===== src/rtl/duty_button_conditioner.sv =====
// Two-button front end for the PWM duty controller: sync, debounce,
// press/hold auto-repeat and a lockout that blocks simultaneous steps.
module duty_button_conditioner #(
  parameter int DEBOUNCE_CYCLES = 1_000_000,
  parameter int REPEAT_DELAY    = 50_000_000,
  parameter int REPEAT_PERIOD   = 20_000_000,
  parameter int CNT_W           = 28
) (
  input  logic clk,
  input  logic reset,
  input  logic btn_inc_raw,
  input  logic btn_dec_raw,
  output logic inc_pulse,
  output logic dec_pulse,
  output logic inc_level,
  output logic dec_level
);

  typedef enum logic [1:0] {
    IDLE,
    DELAY,
    REPEAT
  } state_t;

  localparam logic [CNT_W-1:0] DB_MAX = CNT_W'(DEBOUNCE_CYCLES - 1);
  localparam logic [CNT_W-1:0] RD_MAX = CNT_W'(REPEAT_DELAY - 1);
  localparam logic [CNT_W-1:0] RP_MAX = CNT_W'(REPEAT_PERIOD - 1);
  localparam logic [CNT_W-1:0] ONE    = CNT_W'(1);
  localparam logic [CNT_W-1:0] ZERO   = '0;

  // Channel 0 is increase, channel 1 is decrease.
  logic [1:0]       raw;
  logic [1:0]       s1;
  logic [1:0]       s2;
  logic [1:0]       lvl;
  logic [1:0]       lvl_d;
  logic [1:0]       fire;
  logic [1:0]       pulse;
  logic             lock;
  logic [CNT_W-1:0] dcnt    [2];
  logic [CNT_W-1:0] rcnt_q  [2];
  logic [CNT_W-1:0] rcnt_d  [2];
  state_t           state_q [2];
  state_t           state_d [2];

  assign raw  = {btn_dec_raw, btn_inc_raw};
  assign lock = lvl[0] & lvl[1];

  always_ff @(posedge clk or posedge reset) begin
    if (reset) begin
      s1    <= '0;
      s2    <= '0;
      lvl   <= '0;
      lvl_d <= '0;
      pulse <= '0;
      for (int i = 0; i < 2; i++) begin
        dcnt[i]    <= ZERO;
        rcnt_q[i]  <= ZERO;
        state_q[i] <= IDLE;
      end
    end else begin
      s1    <= raw;
      s2    <= s1;
      lvl_d <= lvl;
      // Suppressed events are dropped; the timers keep their grid.
      pulse <= fire & {2{~lock}};
      for (int i = 0; i < 2; i++) begin
        rcnt_q[i]  <= rcnt_d[i];
        state_q[i] <= state_d[i];
        if (s2[i] == lvl[i]) begin
          dcnt[i] <= ZERO;
        end else if (dcnt[i] == DB_MAX) begin
          lvl[i]  <= s2[i];
          dcnt[i] <= ZERO;
        end else begin
          dcnt[i] <= dcnt[i] + ONE;
        end
      end
    end
  end

  always_comb begin
    fire = '0;
    for (int i = 0; i < 2; i++) begin
      state_d[i] = state_q[i];
      rcnt_d[i]  = rcnt_q[i];
      if (!lvl[i]) begin
        state_d[i] = IDLE;
        rcnt_d[i]  = ZERO;
      end else begin
        unique case (state_q[i])
          IDLE: begin
            if (!lvl_d[i]) begin
              fire[i]    = 1'b1;
              rcnt_d[i]  = ZERO;
              state_d[i] = DELAY;
            end
          end
          DELAY: begin
            if (rcnt_q[i] == RD_MAX) begin
              fire[i]    = 1'b1;
              rcnt_d[i]  = ZERO;
              state_d[i] = REPEAT;
            end else begin
              rcnt_d[i] = rcnt_q[i] + ONE;
            end
          end
          REPEAT: begin
            if (rcnt_q[i] == RP_MAX) begin
              fire[i]   = 1'b1;
              rcnt_d[i] = ZERO;
            end else begin
              rcnt_d[i] = rcnt_q[i] + ONE;
            end
          end
          default: begin
            state_d[i] = IDLE;
            rcnt_d[i]  = ZERO;
          end
        endcase
      end
    end
  end

  assign inc_pulse = pulse[0];
  assign dec_pulse = pulse[1];
  assign inc_level = lvl[0];
  assign dec_level = lvl[1];

endmodule


===== config.mk =====
export PLATFORM = sky130hd
export DESIGN_NAME = duty_button_conditioner
export DESIGN_NICKNAME = d
export VERILOG_FILES = /design/src/rtl/duty_button_conditioner.sv
export SDC_FILE = /design/constraint.sdc
export NUM_CORES = 1
export LEC_CHECK = 0
export CAP_MARGIN = 25
export CORE_ASPECT_RATIO = 0.75
export CORE_MARGIN = 3
export CORE_UTILIZATION = 60
export CTS_CLUSTER_SIZE = 14
export DETAILED_ROUTE_END_ITERATION = 8
export PLACE_DENSITY_LB_ADDON = 0.05
export SLEW_MARGIN = 20
export SYNTH_ARGS = -nofsm -noshare
export SYNTH_HDL_FRONTEND = slang
export SYNTH_SLANG_ARGS = --single-unit

===== constraint.sdc =====
create_clock -name clk -period 5.63 [get_ports clk]
set_input_delay 1.689 -clock clk [delete_from_list [all_inputs] [get_ports clk]]
set_output_delay 1.689 -clock clk [all_outputs]
set_load 0.01 [all_outputs]

==> out/metrics.csv <==
metric,value,unit
outcome,"complete, no violations",
async_flop_share,100,%
fill_cells,842,
cts.sinks,126,
syn_avg_cell_area,9.31,um2
critPathMaxStageDelay,0.61,ns
insertion_delay,0.42,ns
synth_common_cells,"dfrtp_1, nor2_1, nand2_1, nand3_1, o21ai_0",
core_area,11000,um2
die_x,129,um
synth_cell_types,55,
grt_pass1_wl,25000,um
finalCritPeriodShare,57.5,%
overflow,0,
groute.usage.overall,24.1,%
path_delay_family,buffers and inverters,
yosys-top-cells-area,"dfrtp_1, nor2_1, nand3_1",
ys_ff_latch,126,
synth_flop_cell,dfrtp_1,
cts_buffer_depth,2,
synth_warnings,0,
seq_area,3150,um2
crit_slowest_cell,clkdlybuf4s50_1,
dp.cells,857,
ant_nets,0,
cts.reportedPaths.clkPinSlew,0.06,ns
syn_to_final_growth,12.7,%
synth_top_area_share,46.3,%
final_cells,893,
critPathLaunchType,flip-flop,
tightest_slew,0.882,ns
viasPerCell,6.18,
timing.fmax,309,MHz
cts_tree,done,
finalSetupViolCount,0,
port_buffers,7,
hold_depth,0,
relSlewSlack,40.4,%
die-area,12700,um2
worstPathArrival,1.55,ns
vdd_drop_max,0.000233,V
row_count,33,
ios,8,
syn_nets,749,
synth_most_common_cell,dfrtp_1,
r2r_end,rcnt_q[42]$_DFFE_PP0P_,
hold_violations,0,
p_per_area,282,nW/um2
vias,5518,
reg2reg_depth,7,
setup_ws,2.39,ns
placement.cell_area,6950,um2
post-dp-hpwl,9570,um
finalWeightedCongestion,0.855,
post_cts_buffers,0,
rrSetupSlack,2.67,ns
cts_hold_buf,0,
drv_cap,0,
syn_inst,731,
multi_input_area,3430,um2
crit_path_cell_trace,clkdlybuf4s50_1,
routed_wl,14400,um
drive_gt1_share,7.17,%
rsz0062_at_grt,false,
slew_viol_final,0,
routedWlPerCell,16.1,um
grt_pass1_vias,5266,
r2r_start,rcnt_q[28]$_DFFE_PP0P_,
cts-buffers-inserted,17,
netlist_area,6800,um2
synth_edf_count,0,
utilization,69.8,%
worstSetupPathType,flip-flop to output pin,
n_antenna_cell,0,
nNetsFinal,758,
crit_required,3.94,ns
yosysTopAreaCell,dfrtp_1,
antenna_found_initial,0,
hp-start,s1[1]$_DFF_PP0_,
drt_iter0_markers,410,
grt_max_degree,78,
drc,0,
crit_fanout,9,
dp_slack,2.47,ns
min_period,3.24,ns
crit_path_end_kind,output pin,
min_to,s2[1]$_DFF_PP0_,
start_util,61.9,%
ys_seq_area_share,46.3,%
cts_root_buffer,clkbuf_16,
crit_buf_inv,1,
cts_resized,0,
p_leak,3.27,nW
finalSetupTns,0,ns
fin_worst_skew,0.0102,ns
worstHoldPathType,flip-flop to flip-flop,
fin_area,7660,um2
drt-pass1-iter-count,5,
die_h,98.2,um
ctsHtreeMaxLevel,4,
worst register-to-register path, stage by stage, from the launching register on:
cell and delay, ns:
dfrtp_1 0.41, ha_1 0.20, nand3_1 0.19, nor4_1 0.77, and4_1 0.46, o21ai_2 0.30
and3_1 0.28, a221o_1 0.25
report_power, final:
| part | switching [W] | internal (W) | total [W] |
|---|---|---|---|
| sequential | 0.00000426 | 0.000911 | 0.000915 |
| combinational | 0.0000271 | 0.00000979 | 0.0000369 |
| clock | 0.000410 | 0.000801 | 0.00121 |
| total | 0.000441 | 0.00172 | 0.00216 |
registers in the layout, summed over array words and instances (netlist names):
register / flops
dcnt: 56
lvl: 2
lvl_d: 2
pulse: 2
rcnt_q: 56
s1: 2
s2: 2
state_q: 4
per-layer routing:
layer	global-route usage, %	routed length [um]	vias up	part of all wire, %
met1	36.3	7270	2715	51
met5	0	0	-	0
met4	7.10	134	0	0.93
met2	35.0	6380	123	44
li1	-	-	2663	-
met3	5.52	587	17	4.1
stage by stage:
stage / power, W / hold slack (ns)
after floorplan: 0.000956 / 0.331
after global placement: 0.000966 / 0.336
after detailed placement: 0.000968 / 0.337
after CTS: 0.00218 / 0.351
after global routing: 0.00222 / 0.365
final: 0.00216 / 0.354
layout make-up:
class / count / area share (%)
multi-input combinational: 557 / 44.7
inverter: 25 / 1.26
clock buffer: 20 / 5.83
clock inverter: 12 / 2.71
timing repair buffer: 13 / 2.04
sequential: 126 / 41.1
tap: 140 / 2.29
cells by family (layout without fill, tap and decap cells):
| kind of cell | after synthesis | count (layout) | share of synthesized area (%) |
|---|---|---|---|
| simple gates | 367 | 367 | 27.8 |
| flops | 126 | 126 | 46.3 |
| compound gates | 114 | 114 | 11.8 |
| xor+xnor | 52 | 52 | 6.69 |
| buf+inv | 48 | 70 | 3.24 |
| fa+ha+maj | 14 | 14 | 2.57 |
| mux | 10 | 10 | 1.49 |
worst max-delay path by stage:
stage	startpoint	to	slack, ns	cells past startpoint
after floorplan	reset	dcnt[0]$_DFF_PP0_	0.59	1
after global placement	reset	rcnt_q[42]$_DFFE_PP0P_	2.51	3
after detailed placement	reset	rcnt_q[45]$_DFFE_PP0P_	2.47	3
after CTS	lvl[1]$_DFFE_PP0P_	dec_level	2.38	1
after global routing	lvl[1]$_DFFE_PP0P_	dec_level	2.31	1
final	lvl[1]$_DFFE_PP0P_	dec_level	2.39	1
placed cells by master, fill, tap and decap left out, types with 9 or more instances in the layout:
| cell type | count |
|---|---|
| ha_1 | 14 |
| clkbuf_16 | 17 |
| mux2i_1 | 9 |
| nor3_1 | 24 |
| dfrtp_1 | 126 |
| and4_1 | 10 |
| nor4_1 | 17 |
| a21o_1 | 16 |
| nand4_1 | 24 |
| xor2_1 | 24 |
| o21ai_0 | 32 |
| nor4b_1 | 10 |
| or3_1 | 10 |
| nor2_1 | 95 |
| a22o_1 | 9 |
| nand2_1 | 67 |
| nand3_1 | 51 |
| xnor2_1 | 28 |
| and3_1 | 26 |
| inv_1 | 24 |
| a21oi_1 | 20 |
Note: power is estimated with default switching activity, not from simulation.
